--- config.mk ---
export PLATFORM = sky130hd
export DESIGN_NAME = iir_biquad_seq
export DESIGN_NICKNAME = d
export VERILOG_FILES = /design/src/rtl/iir_biquad_seq.sv
export SDC_FILE = /design/constraint.sdc
export NUM_CORES = 1
export LEC_CHECK = 0
export CELL_PAD_IN_SITES_DETAIL_PLACEMENT = 1
export CELL_PAD_IN_SITES_GLOBAL_PLACEMENT = 1
export CORE_MARGIN = 3
export CORE_UTILIZATION = 40
export DETAILED_ROUTE_END_ITERATION = 6
export PLACE_DENSITY_LB_ADDON = 0.3
export SYNTH_ARGS = -nofsm -noshare
export SYNTH_HDL_FRONTEND = slang
export SYNTH_SLANG_ARGS = --single-unit
--- constraint.sdc ---
create_clock -name clk -period 17.9 [get_ports clk]
set_clock_uncertainty 0.15 [all_clocks]
set_input_delay 2.685 -clock clk [delete_from_list [all_inputs] [get_ports clk]]
set_output_delay 2.685 -clock clk [all_outputs]
set_load 0.05 [all_outputs]
--- src/rtl/iir_biquad_seq.sv ---
// ---------------------------------------------------------------------------
// iir_biquad_seq
//
// Second-order IIR section in direct form I with run-time programmable
// coefficients. A single multiplier is shared over the five taps, so each
// sample takes one accept edge, five multiply-accumulate edges and one
// output edge:
//
//   y[n] = sat((b0*x[n] + b1*x[n-1] + b2*x[n-2] - a1*y[n-1] - a2*y[n-2])
//              >>> COEF_FRAC)
//
// a0 is fixed at 1. The shift is arithmetic (floor). The result is clamped
// to the signed OUT_W range. The feedback history keeps the clamped value.
//
// Ports
//   clk        rising-edge clock
//   rst        asynchronous reset, active high
//   flush      synchronous abort: drops the in-flight sample, zeroes the
//              history and the accumulator, clears sat_flag. Coefficients
//              and data_out are kept.
//   in_valid   data_in carries a sample
//   in_ready   block is idle and can take a sample
//   data_in    signed input sample x[n]
//   coef_we    coefficient write strobe, honoured only while idle
//   coef_addr  0=b0 1=b1 2=b2 3=a1 4=a2, 5..7 ignored
//   coef_data  signed coefficient, COEF_FRAC fraction bits
//   out_valid  one-cycle pulse, data_out holds the new y[n]
//   data_out   signed saturated output, held until the next result
//   sat_flag   sticky, set when any output was clamped
//
// Handshake: a sample is transferred on a rising edge where in_valid and
// in_ready are both 1. The source keeps data_in stable until then.
// in_ready depends only on internal state, never on in_valid. The output
// side has no backpressure.
// ---------------------------------------------------------------------------
module iir_biquad_seq #(
   parameter int DATA_W    = 8,
   parameter int COEF_W    = 16,
   parameter int COEF_FRAC = 14,
   parameter int OUT_W     = 16,
   parameter int ACC_W     = 40
) (
   input  logic                     clk,
   input  logic                     rst,
   input  logic                     flush,
   input  logic                     in_valid,
   output logic                     in_ready,
   input  logic signed [DATA_W-1:0] data_in,
   input  logic                     coef_we,
   input  logic [2:0]               coef_addr,
   input  logic signed [COEF_W-1:0] coef_data,
   output logic                     out_valid,
   output logic signed [OUT_W-1:0]  data_out,
   output logic                     sat_flag
);

   // Multiplier data operand is wide enough for both x and y samples.
   localparam int MW = (DATA_W > OUT_W) ? DATA_W : OUT_W;
   localparam int PW = MW + COEF_W;

   localparam logic signed [COEF_W-1:0] COEF_ONE = COEF_W'(1) << COEF_FRAC;
   localparam logic signed [ACC_W-1:0]  OUT_MAX  =
      {{(ACC_W-OUT_W+1){1'b0}}, {(OUT_W-1){1'b1}}};
   localparam logic signed [ACC_W-1:0]  OUT_MIN  = ~OUT_MAX;
   localparam logic signed [OUT_W-1:0]  Y_MAX    = OUT_MAX[OUT_W-1:0];
   localparam logic signed [OUT_W-1:0]  Y_MIN    = OUT_MIN[OUT_W-1:0];

   typedef enum logic [1:0] {
      ST_IDLE = 2'd0,
      ST_MAC  = 2'd1,
      ST_DONE = 2'd2
   } state_t;

   state_t                   state_q, state_d;
   logic [2:0]               tap_q, tap_d;
   logic signed [ACC_W-1:0]  acc_q, acc_d;
   logic signed [DATA_W-1:0] x0_q, x0_d, x1_q, x1_d, x2_q, x2_d;
   logic signed [OUT_W-1:0]  y1_q, y1_d, y2_q, y2_d;
   logic signed [COEF_W-1:0] coef_q [0:4];
   logic signed [COEF_W-1:0] coef_d [0:4];
   logic                     in_ready_q, in_ready_d;
   logic                     out_valid_q, out_valid_d;
   logic signed [OUT_W-1:0]  data_out_q, data_out_d;
   logic                     sat_q, sat_d;

   logic signed [COEF_W-1:0] coef_sel;
   logic signed [MW-1:0]     data_sel;
   logic signed [PW-1:0]     prod;
   logic signed [ACC_W-1:0]  prod_ext;
   logic signed [ACC_W-1:0]  acc_shift;
   logic signed [OUT_W-1:0]  y_sat;
   logic                     clip;

   // Tap order b0,b1,b2,a1,a2: the tap index picks the coefficient and the
   // matching history sample for the shared multiplier.
   always_comb begin
      coef_sel = coef_q[4];
      data_sel = MW'(y2_q);
      case (tap_q)
         3'd0: begin coef_sel = coef_q[0]; data_sel = MW'(x0_q); end
         3'd1: begin coef_sel = coef_q[1]; data_sel = MW'(x1_q); end
         3'd2: begin coef_sel = coef_q[2]; data_sel = MW'(x2_q); end
         3'd3: begin coef_sel = coef_q[3]; data_sel = MW'(y1_q); end
         default: ;
      endcase
   end

   assign prod     = PW'(coef_sel) * PW'(data_sel);
   assign prod_ext = ACC_W'(prod);

   // Scale back to the output format and clamp to the signed OUT_W range.
   always_comb begin
      acc_shift = acc_q >>> COEF_FRAC;
      clip      = 1'b0;
      y_sat     = acc_shift[OUT_W-1:0];
      if (acc_shift > OUT_MAX) begin
         y_sat = Y_MAX;
         clip  = 1'b1;
      end else if (acc_shift < OUT_MIN) begin
         y_sat = Y_MIN;
         clip  = 1'b1;
      end
   end

   always_comb begin
      state_d     = state_q;
      tap_d       = tap_q;
      acc_d       = acc_q;
      x0_d        = x0_q;
      x1_d        = x1_q;
      x2_d        = x2_q;
      y1_d        = y1_q;
      y2_d        = y2_q;
      coef_d      = coef_q;
      out_valid_d = 1'b0;
      data_out_d  = data_out_q;
      sat_d       = sat_q;

      if (flush) begin
         // Flush beats both the sample handshake and coefficient writes.
         state_d = ST_IDLE;
         tap_d   = 3'd0;
         acc_d   = '0;
         x0_d    = '0;
         x1_d    = '0;
         x2_d    = '0;
         y1_d    = '0;
         y2_d    = '0;
         sat_d   = 1'b0;
      end else begin
         case (state_q)
            ST_IDLE: begin
               // A write on the accept edge lands before the first MAC
               // edge, so this sample already uses the new value.
               if (coef_we) begin
                  case (coef_addr)
                     3'd0: coef_d[0] = coef_data;
                     3'd1: coef_d[1] = coef_data;
                     3'd2: coef_d[2] = coef_data;
                     3'd3: coef_d[3] = coef_data;
                     3'd4: coef_d[4] = coef_data;
                     default: ;
                  endcase
               end
               if (in_valid) begin
                  x0_d    = data_in;
                  acc_d   = '0;
                  tap_d   = 3'd0;
                  state_d = ST_MAC;
               end
            end
            ST_MAC: begin
               // Feedback taps (a1, a2) are subtracted.
               if (tap_q >= 3'd3) acc_d = acc_q - prod_ext;
               else               acc_d = acc_q + prod_ext;
               tap_d = tap_q + 3'd1;
               if (tap_q == 3'd4) state_d = ST_DONE;
            end
            ST_DONE: begin
               data_out_d  = y_sat;
               out_valid_d = 1'b1;
               sat_d       = sat_q | clip;
               x2_d        = x1_q;
               x1_d        = x0_q;
               y2_d        = y1_q;
               y1_d        = y_sat;
               state_d     = ST_IDLE;
            end
            default: state_d = ST_IDLE;
         endcase
      end

      in_ready_d = (state_d == ST_IDLE);
   end

   always_ff @(posedge clk or posedge rst) begin
      if (rst) begin
         state_q     <= ST_IDLE;
         tap_q       <= 3'd0;
         acc_q       <= '0;
         x0_q        <= '0;
         x1_q        <= '0;
         x2_q        <= '0;
         y1_q        <= '0;
         y2_q        <= '0;
         coef_q      <= '{COEF_ONE, '0, '0, '0, '0};
         in_ready_q  <= 1'b1;
         out_valid_q <= 1'b0;
         data_out_q  <= '0;
         sat_q       <= 1'b0;
      end else begin
         state_q     <= state_d;
         tap_q       <= tap_d;
         acc_q       <= acc_d;
         x0_q        <= x0_d;
         x1_q        <= x1_d;
         x2_q        <= x2_d;
         y1_q        <= y1_d;
         y2_q        <= y2_d;
         coef_q      <= coef_d;
         in_ready_q  <= in_ready_d;
         out_valid_q <= out_valid_d;
         data_out_q  <= data_out_d;
         sat_q       <= sat_d;
      end
   end

   assign in_ready  = in_ready_q;
   assign out_valid = out_valid_q;
   assign data_out  = data_out_q;
   assign sat_flag  = sat_q;

endmodule

## Word-level counts from Yosys, hierarchy flattened

Cells that the tools add are included.

- Flip-flop bits (word level): 200
- Input port bits: 32

- $mul: 1
- Equal/unequal tests: 11
- Add/sub/neg operators: 3
- Bitwise logic cells: 2
- Mux-type cells: 32
- $lt $le $gt $ge: 3
- Reduce and logical (&&, ||, !) cells: 16

Operator list:

| cell | count |
|---|---|
| case mux 16 bit (4 select lines) | 2 |
| two-way mux 40 bit | 3 |
| two-way mux 16 bit | 6 |
| case mux 40 bit (2 select lines) | 1 |
| two-way mux 8 bit | 7 |
| adder 40 x 32 -> 40 bit | 1 |
| subtractor 40 x 32 -> 40 bit | 1 |
| multiplier 16 x 16 -> 32 bit | 1 |
| greater-than comparator 26 x 16 -> 1 bit (second input constant) | 1 |
| less-than comparator 26 x 16 -> 1 bit (second input constant) | 1 |
| AND reduction 4 bit | 5 |
| equality test 3 x 2 -> 1 bit (second input constant) | 4 |
| equality test 3 x 1 -> 1 bit (second input constant) | 2 |
| equality test 3 bit (second input constant) | 2 |
| logical NOT 3 bit | 2 |
| two-way mux 1 bit | 6 |
| two-way mux 2 bit | 3 |
| two-way mux 3 bit | 2 |
| case mux 3 bit (2 select lines) | 1 |
| AND reduction 2 bit | 3 |
| nonzero test 2 bit | 3 |
| logical NOT 2 bit | 2 |
| case mux 2 bit (2 select lines) | 1 |
| adder 3 x 1 -> 3 bit (second input constant) | 1 |
| 7 further kinds | 7 |

## Logic depth before layout (Yosys ltp)

Gate-level depths: netlist (run 1).

- Word-level depth: 7
- Gate-level depth with buffers: 49

## Least setup slack after synthesis (run 1)

OpenSTA, ideal clock, no wires.

- Path kind: reg-to-reg
- From: reg tap_q[0]
- To: reg acc_q[39]
- Period minus slack after synthesis: 11.052 ns
- Required time: 17.617 ns
- Cell stages (with the launch flop): 44
- Arrival time: 10.769 ns
- Buffers on the path: 3
- Library setup time: 0.133 ns
- Path slack: 6.848 ns
- Cells stage by stage: dfrtp_1 inv_1 ha_1 nor3_1 o21bai_1 clkbuf_1 buf_1 nand3_1 o21ai_1 clkbuf_1 nor2_1 fa_1 inv_1 fa_1 fa_1 fa_1 inv_1 fa_1 [... 8 more ...] xnor2_1 or3_1 or4_4 nor4b_4 a21oi_1 xnor2_1 ha_1 a21oi_1 o21ai_0 a2111oi_0 o21bai_1 a21o_1 a2111oi_0 a2111oi_0 o22a_1 nor3b_1 mux2i_1 o211ai_1

- Longest elaborated chain between the ends: 7
- Elaborated cells between the ends (all ways): 13
- Classes of those cells: add/sub (2); mul (1); order compare (1); eq/ne (3); mux (5); reduce/logical (1)

RTL lines:

| item | line | text |
|---|---|---|
| start: declaration | 75 | `logic [2:0] tap_q, tap_d;` |
| start signal: assignment | 213 | `tap_q <= tap_d;` |
| equality test 3 x 2 -> 1 bit, or another cell as far along | 99 | `case (tap_q)` |
| case mux 16 bit (4 select lines) | 99 |  |
| multiplier 16 x 16 -> 32 bit | 108 | `assign prod = PW'(coef_sel) * PW'(data_sel);` |
| adder 40 x 32 -> 40 bit or subtractor 40 x 32 -> 40 bit (tied branches) | 175, 174 |  |
| two-way mux 40 bit * | 174 | `if (tap_q >= 3'd3) acc_d = acc_q - prod_ext;` |
| case mux 40 bit (2 select lines) * | 151 | `case (state_q)` |
| two-way mux 40 bit * | 139 | `if (flush) begin` |
| end signal: assignment | 200 | `acc_q <= '0;` |
| end signal: assignment | 214 | `acc_q <= acc_d;` |
| end: declaration | 76 | `logic signed [ACC_W-1:0] acc_q, acc_d;` |

Every way passes the cells marked *; elsewhere a longest branch is shown, timed or not.
A chain may end at the register's enable or synchronous reset.

## Final worst setup path (run 1)

- From: reg tap_q[2]
- To: reg acc_q[39]

The elaborated chain is that of the path after synthesis.

==> results of run 1 <==
## state kept, by name (all words and copies together), names as in the netlist
register / flops
y1_q: 16
data_out: 16
x1_q: 8
state_q: 2
acc_q: 40
out_valid: 1
in_ready: 1
y2_q: 16
tap_q: 3
coef_q: 80
x2_q: 8
x0_q: 8
sat_flag: 1
## worst max-delay path by stage
| stage | slack, ps | to | from | cells past startpoint |
|---|---|---|---|---|
| 6_report | 4730 | acc_q[39] | tap_q[2] | 40 |
| 5_1_grt | 3810 | acc_q[39] | tap_q[2] | 41 |
| 4_1_cts | 4810 | acc_q[39] | tap_q[2] | 41 |
| 3_5_place_dp | 4900 | acc_q[39] | tap_q[2] | 41 |
| 3_3_place_gp | 5210 | acc_q[39] | tap_q[2] | 41 |
| 2_1_floorplan | 6850 | acc_q[39] | tap_q[0] | 43 |
## cells by family (layout without fill, tap and decap cells)
logic type / Yosys count / count (layout)
DFF: 200 / 200
buffers and inverters: 411 / 437
adders and majority gates: 390 / 390
muxes: 94 / 94
AOI/OAI and AO/OA: 435 / 435
and+or+nand+nor: 601 / 601
xor gates and xnor gates: 97 / 97
## critical path, delay by kind of cell, from the launching register on
kind / cells / cell delay [ps]
AND/OR/NAND/NOR: 8 / 2080
AO/OA/AOI/OAI: 13 / 4150
adder cells (fa/ha/maj): 9 / 4030
buffers and inverters: 7 / 1420
flip-flops: 1 / 550
multiplexers: 1 / 150
XOR/XNOR: 2 / 470
## synth_stat cells, drive strengths merged (34+ instances only)
library cell	count	area share
xor2	49	0.021
nand3	34	0.0081
o21ai	126	0.030
ha	127	0.076
clkbuf	74	0.013
nand2	189	0.034
a22o	37	0.016
dfrtp	198	0.24
mux2	81	0.044
a21oi	68	0.017
a22oi	43	0.015
inv	323	0.058
fa	263	0.25
nor2	244	0.044
xnor2	48	0.020
## layout make-up
class                      count  area [µm²]
clock inverter                15         200
timing repair buffer          82         741
multi-input combinational   1617       14400
sequential                   200        5010
tap                          680         851
clock buffer                  17         425
fill                        5941       28600
inverter                     323        1220
## through the flow
stage          setup WS [ps]  instances   util  area (µm²)  hold slack (ps)
6_report                4730       2934  0.444       22900              338
5_1_grt                 3810       2934  0.444       22900              365
4_1_cts                 4810       2934  0.444       22900              341
3_3_place_gp            5210       2902  0.432       22200              313
2_1_floorplan           6850       2228      -       20900              300
3_5_place_dp            4900       2902  0.432       22200              323
## per-layer routing
| layer | part of all wire | up-vias | global-route usage |
|---|---|---|---|
| li1 | - | 7349 | - |
| met1 | 0.45 | 8478 | 0.319 |
| met2 | 0.48 | 320 | 0.396 |
| met3 | 0.038 | 84 | 0.0293 |
| met4 | 0.029 | 0 | 0.0697 |
| met5 | 0 | - | 0 |
==> flow_summary.ini, run 1 <==
[critical_path]
worstReg2RegEnd = acc_q[39]
rrSetupSlack_ps = 4730
timing.critical_path.mode_cell = fa_1
crit_type = reg2reg
crit_slowest_cell = a2111oi_0
required_ps = 18080
cp_max_fo = 79
critPathArrivalTime_ps = 13350
setup.worst_path.end_class = flop
cpPeakStageDelay_ps = 720
r2r_cells = 40
reg2reg_from = tap_q[2]
critical_path.startpoint_type = flop

[routing]
routed_wl_um = 63300
viasPerCell = 5.53
wl_per_cell_um = 21.6
final_antenna_net_count = 0
drc = 0
drt_iter0_drc = 943
num_vias = 16200
drtPass1Iterations = 6

[synthesis]
synthMuxAreaShare = 0.0502
syn-mean-instance-area_um2 = 9.38
synth_xor_area_frac = 0.0406
mappedNetlistArea_um2 = 20900
synth_seq_cells = 200
synth-simple-area-share = 0.129
synth-compound-area-share = 0.138
synth_ff_type = dfrtp_1
seq_area_frac_synth = 0.240
yosys.area_share.adder = 0.328
async_flop_share = 1.00
synth_edf_count = 0
synthDistinctLibCells = 74
synth_top_family_by_area = adder cells
syn-num-nets = 2650
netlist_instances = 2228
yosys_warnings = 0

[timing]
period_minus_slack_ps = 13170
slew_headroom = 0.126
setup_violations = 0
finalCritPeriodShare = 0.736
finalMaxSlewViolations = 0
rsz0062_at_grt = no
hold_viol = 0
worst_slew_pin_slew_ps = 1300
fmax_ghz = 0.0759
tns_ps = 0

[clocking]
cts.repair.resized = 0
cts_setup_buffers = 0
postCtsHoldBufs = 0
cts.root.buffer_cell = clkbuf_16
clock-sinks = 200
clock_path_buffers = 2
cts_tree = built
clk_latency_ps = 450
cts_buffers = 17
ctsHtreeMaxLevel = 4
path_clk_slew_ps = 90

[layout]
final_cell_mix = inv_1, fa_1, nor2_1
nNetsFinal = 2663
drive_above_1_share = 0.0958
antenna_cells = 0
area_delta_synth_final_pct = 9.43
layout_commonest_cell = inv_1

[global_routing]
grt_pass1_vias = 18400
grt_pass1_wl_um = 104000
globalRouteOverflowTotal = 0
grt_max_degree = 127
antenna_found_initial = 0
globalRouteTotalUtil = 0.235

[floorplanning]
die-area_um2 = 55000
row_count = 83
core_area_um2 = 51500
initial_core_util = 0.406
fp.dieH_um = 235
pin_count = 51
die_w_um = 235

[hold_path]
holdPathStages = 2
min_to = data_out[14]
hp-class = reg2reg
hold_start = data_out[14]

[place]
dp_hpwl_um = 49500
portBuffers = 50
routabilityCongestion = 0.886

[status]
status = complete, no violations

[flow_run]
maxCapViolations = 0
Power of run 1 is not shown: default switching activity piles up to over one toggle a cycle in this logic, so the estimate is an artifact.
==> run 2: changes to the inputs <==
==> constraint.sdc (replaced) <==
create_clock -name clk -period 13 [get_ports clk]
set_clock_uncertainty 0.15 [all_clocks]
set_input_delay 1.95 -clock clk [delete_from_list [all_inputs] [get_ports clk]]
set_output_delay 1.95 -clock clk [all_outputs]
set_load 0.05 [all_outputs]
==> run 2 against run 1 <==
Against the previous run: final cell count grew 0.61%; fmax grew 6.1%; global-route usage is essentially flat; core utilization grew 0.38 points; cell area grew 0.86%; hold slack gained 2.7 ps; via count grew 0.58%; setup slack lost 4100 ps; wire length grew 0.77%; non-clock buffer count grew 17; largest cell class unchanged; highest routed layer unchanged.
==> flow_summary.ini, run 2 (same netlist as run 1, synthesis figures left out) <==
[floorplanning]
fp.dieH_um = 235
row_count = 83
die_w_um = 235
core_area_um2 = 51500
pin_count = 51
initial_core_util = 0.406
die-area_um2 = 55000

[global_routing]
globalRouteTotalUtil = 0.235
antenna_found_initial = 0
grt_pass1_vias = 18100
globalRouteOverflowTotal = 0
grt_pass1_wl_um = 103000
grt_max_degree = 130

[hold_path]
min_to = data_out[13]
hp-class = reg2reg
hold_start = data_out[13]
holdPathStages = 2

[clocking]
ctsHtreeMaxLevel = 4
clk_latency_ps = 470
clock_path_buffers = 2
postCtsHoldBufs = 0
path_clk_slew_ps = 80
cts_buffers = 17
cts_tree = built
cts.root.buffer_cell = clkbuf_16
clock-sinks = 200

[routing]
wl_per_cell_um = 21.6
drc = 0
final_antenna_net_count = 0
num_vias = 16300
routed_wl_um = 63800
drt_iter0_drc = 865
drtPass1Iterations = 5
viasPerCell = 5.53

[place]
post_dp_cell_area_um2 = 22300
place_inst = 2915
routabilityCongestion = 0.915
dp_hpwl_um = 50800
portBuffers = 50

[layout]
layout_commonest_cell = inv_1
nNetsFinal = 2681
final_area_um2 = 23100
regMostFlops = coef_q
fin_cells = 2952
largest_reg_flops = 80
final_cell_mix = inv_1, fa_1, nor2_1
reg_top3 = coef_q: 80 flops, acc_q: 40 flops
final_core_util = 0.448
area_delta_synth_final_pct = 10.4
antenna_cells = 0
drive_above_1_share = 0.107

[timing]
finalCritPeriodShare = 0.955
fmax_ghz = 0.0805
hold_viol = 0
setup_violations = 0
slew_headroom = 0.271
worst_slew_pin_slew_ps = 1090
period_minus_slack_ps = 12410
finalMaxSlewViolations = 0
tns_ps = 0

[critical_path]
critPathArrivalTime_ps = 12600
required_ps = 13190
worstReg2RegEnd = acc_q[39]
cp-startpoint = tap_q[2]
crit_slowest_cell = o21ai_2
timing.critical_path.mode_cell = fa_1
r2r_cells = 37
reg2reg_from = tap_q[2]
setup.worst_path.end_class = flop
critical_path.startpoint_type = flop
rrSetupSlack_ps = 590
cp_max_fo = 16
crit_type = reg2reg
cpPeakStageDelay_ps = 760

[flow_run]
maxCapViolations = 0

[status]
status = complete, no violations
## run 2: worst max path at each step
| stage | endpoint | slack, ps | cells after the start |
|---|---|---|---|
| 2_1_floorplan | acc_q[39] | 1950 | 43 |
| 4_1_cts | acc_q[39] | 510 | 40 |
| 6_report | acc_q[39] | 590 | 37 |
| 5_1_grt | acc_q[39] | -20 | 40 |
| 3_3_place_gp | acc_q[39] | 480 | 37 |
| 3_5_place_dp | acc_q[39] | 610 | 40 |
## run 2: through the flow
| step | hold slack, ps | setup slack (ps) |
|---|---|---|
| 5_1_grt | 364 | -17.0 |
| 3_3_place_gp | 313 | 484 |
| 2_1_floorplan | 300 | 1950 |
| 3_5_place_dp | 327 | 612 |
| 6_report | 340 | 585 |
| 4_1_cts | 344 | 506 |
## run 2: metal layers
| layer | global-route usage | vias up | wire length [µm] |
|---|---|---|---|
| met4 | 0.0710 | 0 | 1970 |
| met3 | 0.0444 | 98 | 3010 |
| met1 | 0.319 | 8500 | 28400 |
| met5 | 0 | - | 0 |
| li1 | - | 7390 | - |
| met2 | 0.385 | 337 | 30400 |
## run 2: area by class of cell
type	count	area, µm²
clock buffers	17	425
well taps	680	851
flip-flops and latches	200	5010
inverters	323	1220
fillers	5895	28400
clock inverters	15	211
repair buffers	99	868
multi-input cells	1618	14500
## run 2: worst max-delay path: cells and delay by family (launching register included)
| family | cells | cell delay (ps) |
|---|---|---|
| buf+inv | 5 | 680 |
| flops | 1 | 710 |
| simple gates | 5 | 1220 |
| mux | 1 | 160 |
| compound gates | 15 | 4190 |
| fa+ha+maj | 9 | 4560 |
| xor+xnor | 2 | 630 |
## run 2: timing repair
action	in CTS	in global routing
resized for setup	0	10
endpoints found under the setup margin	0	2
setup buffers	0	4
Power of run 2 is left out for the same reason.
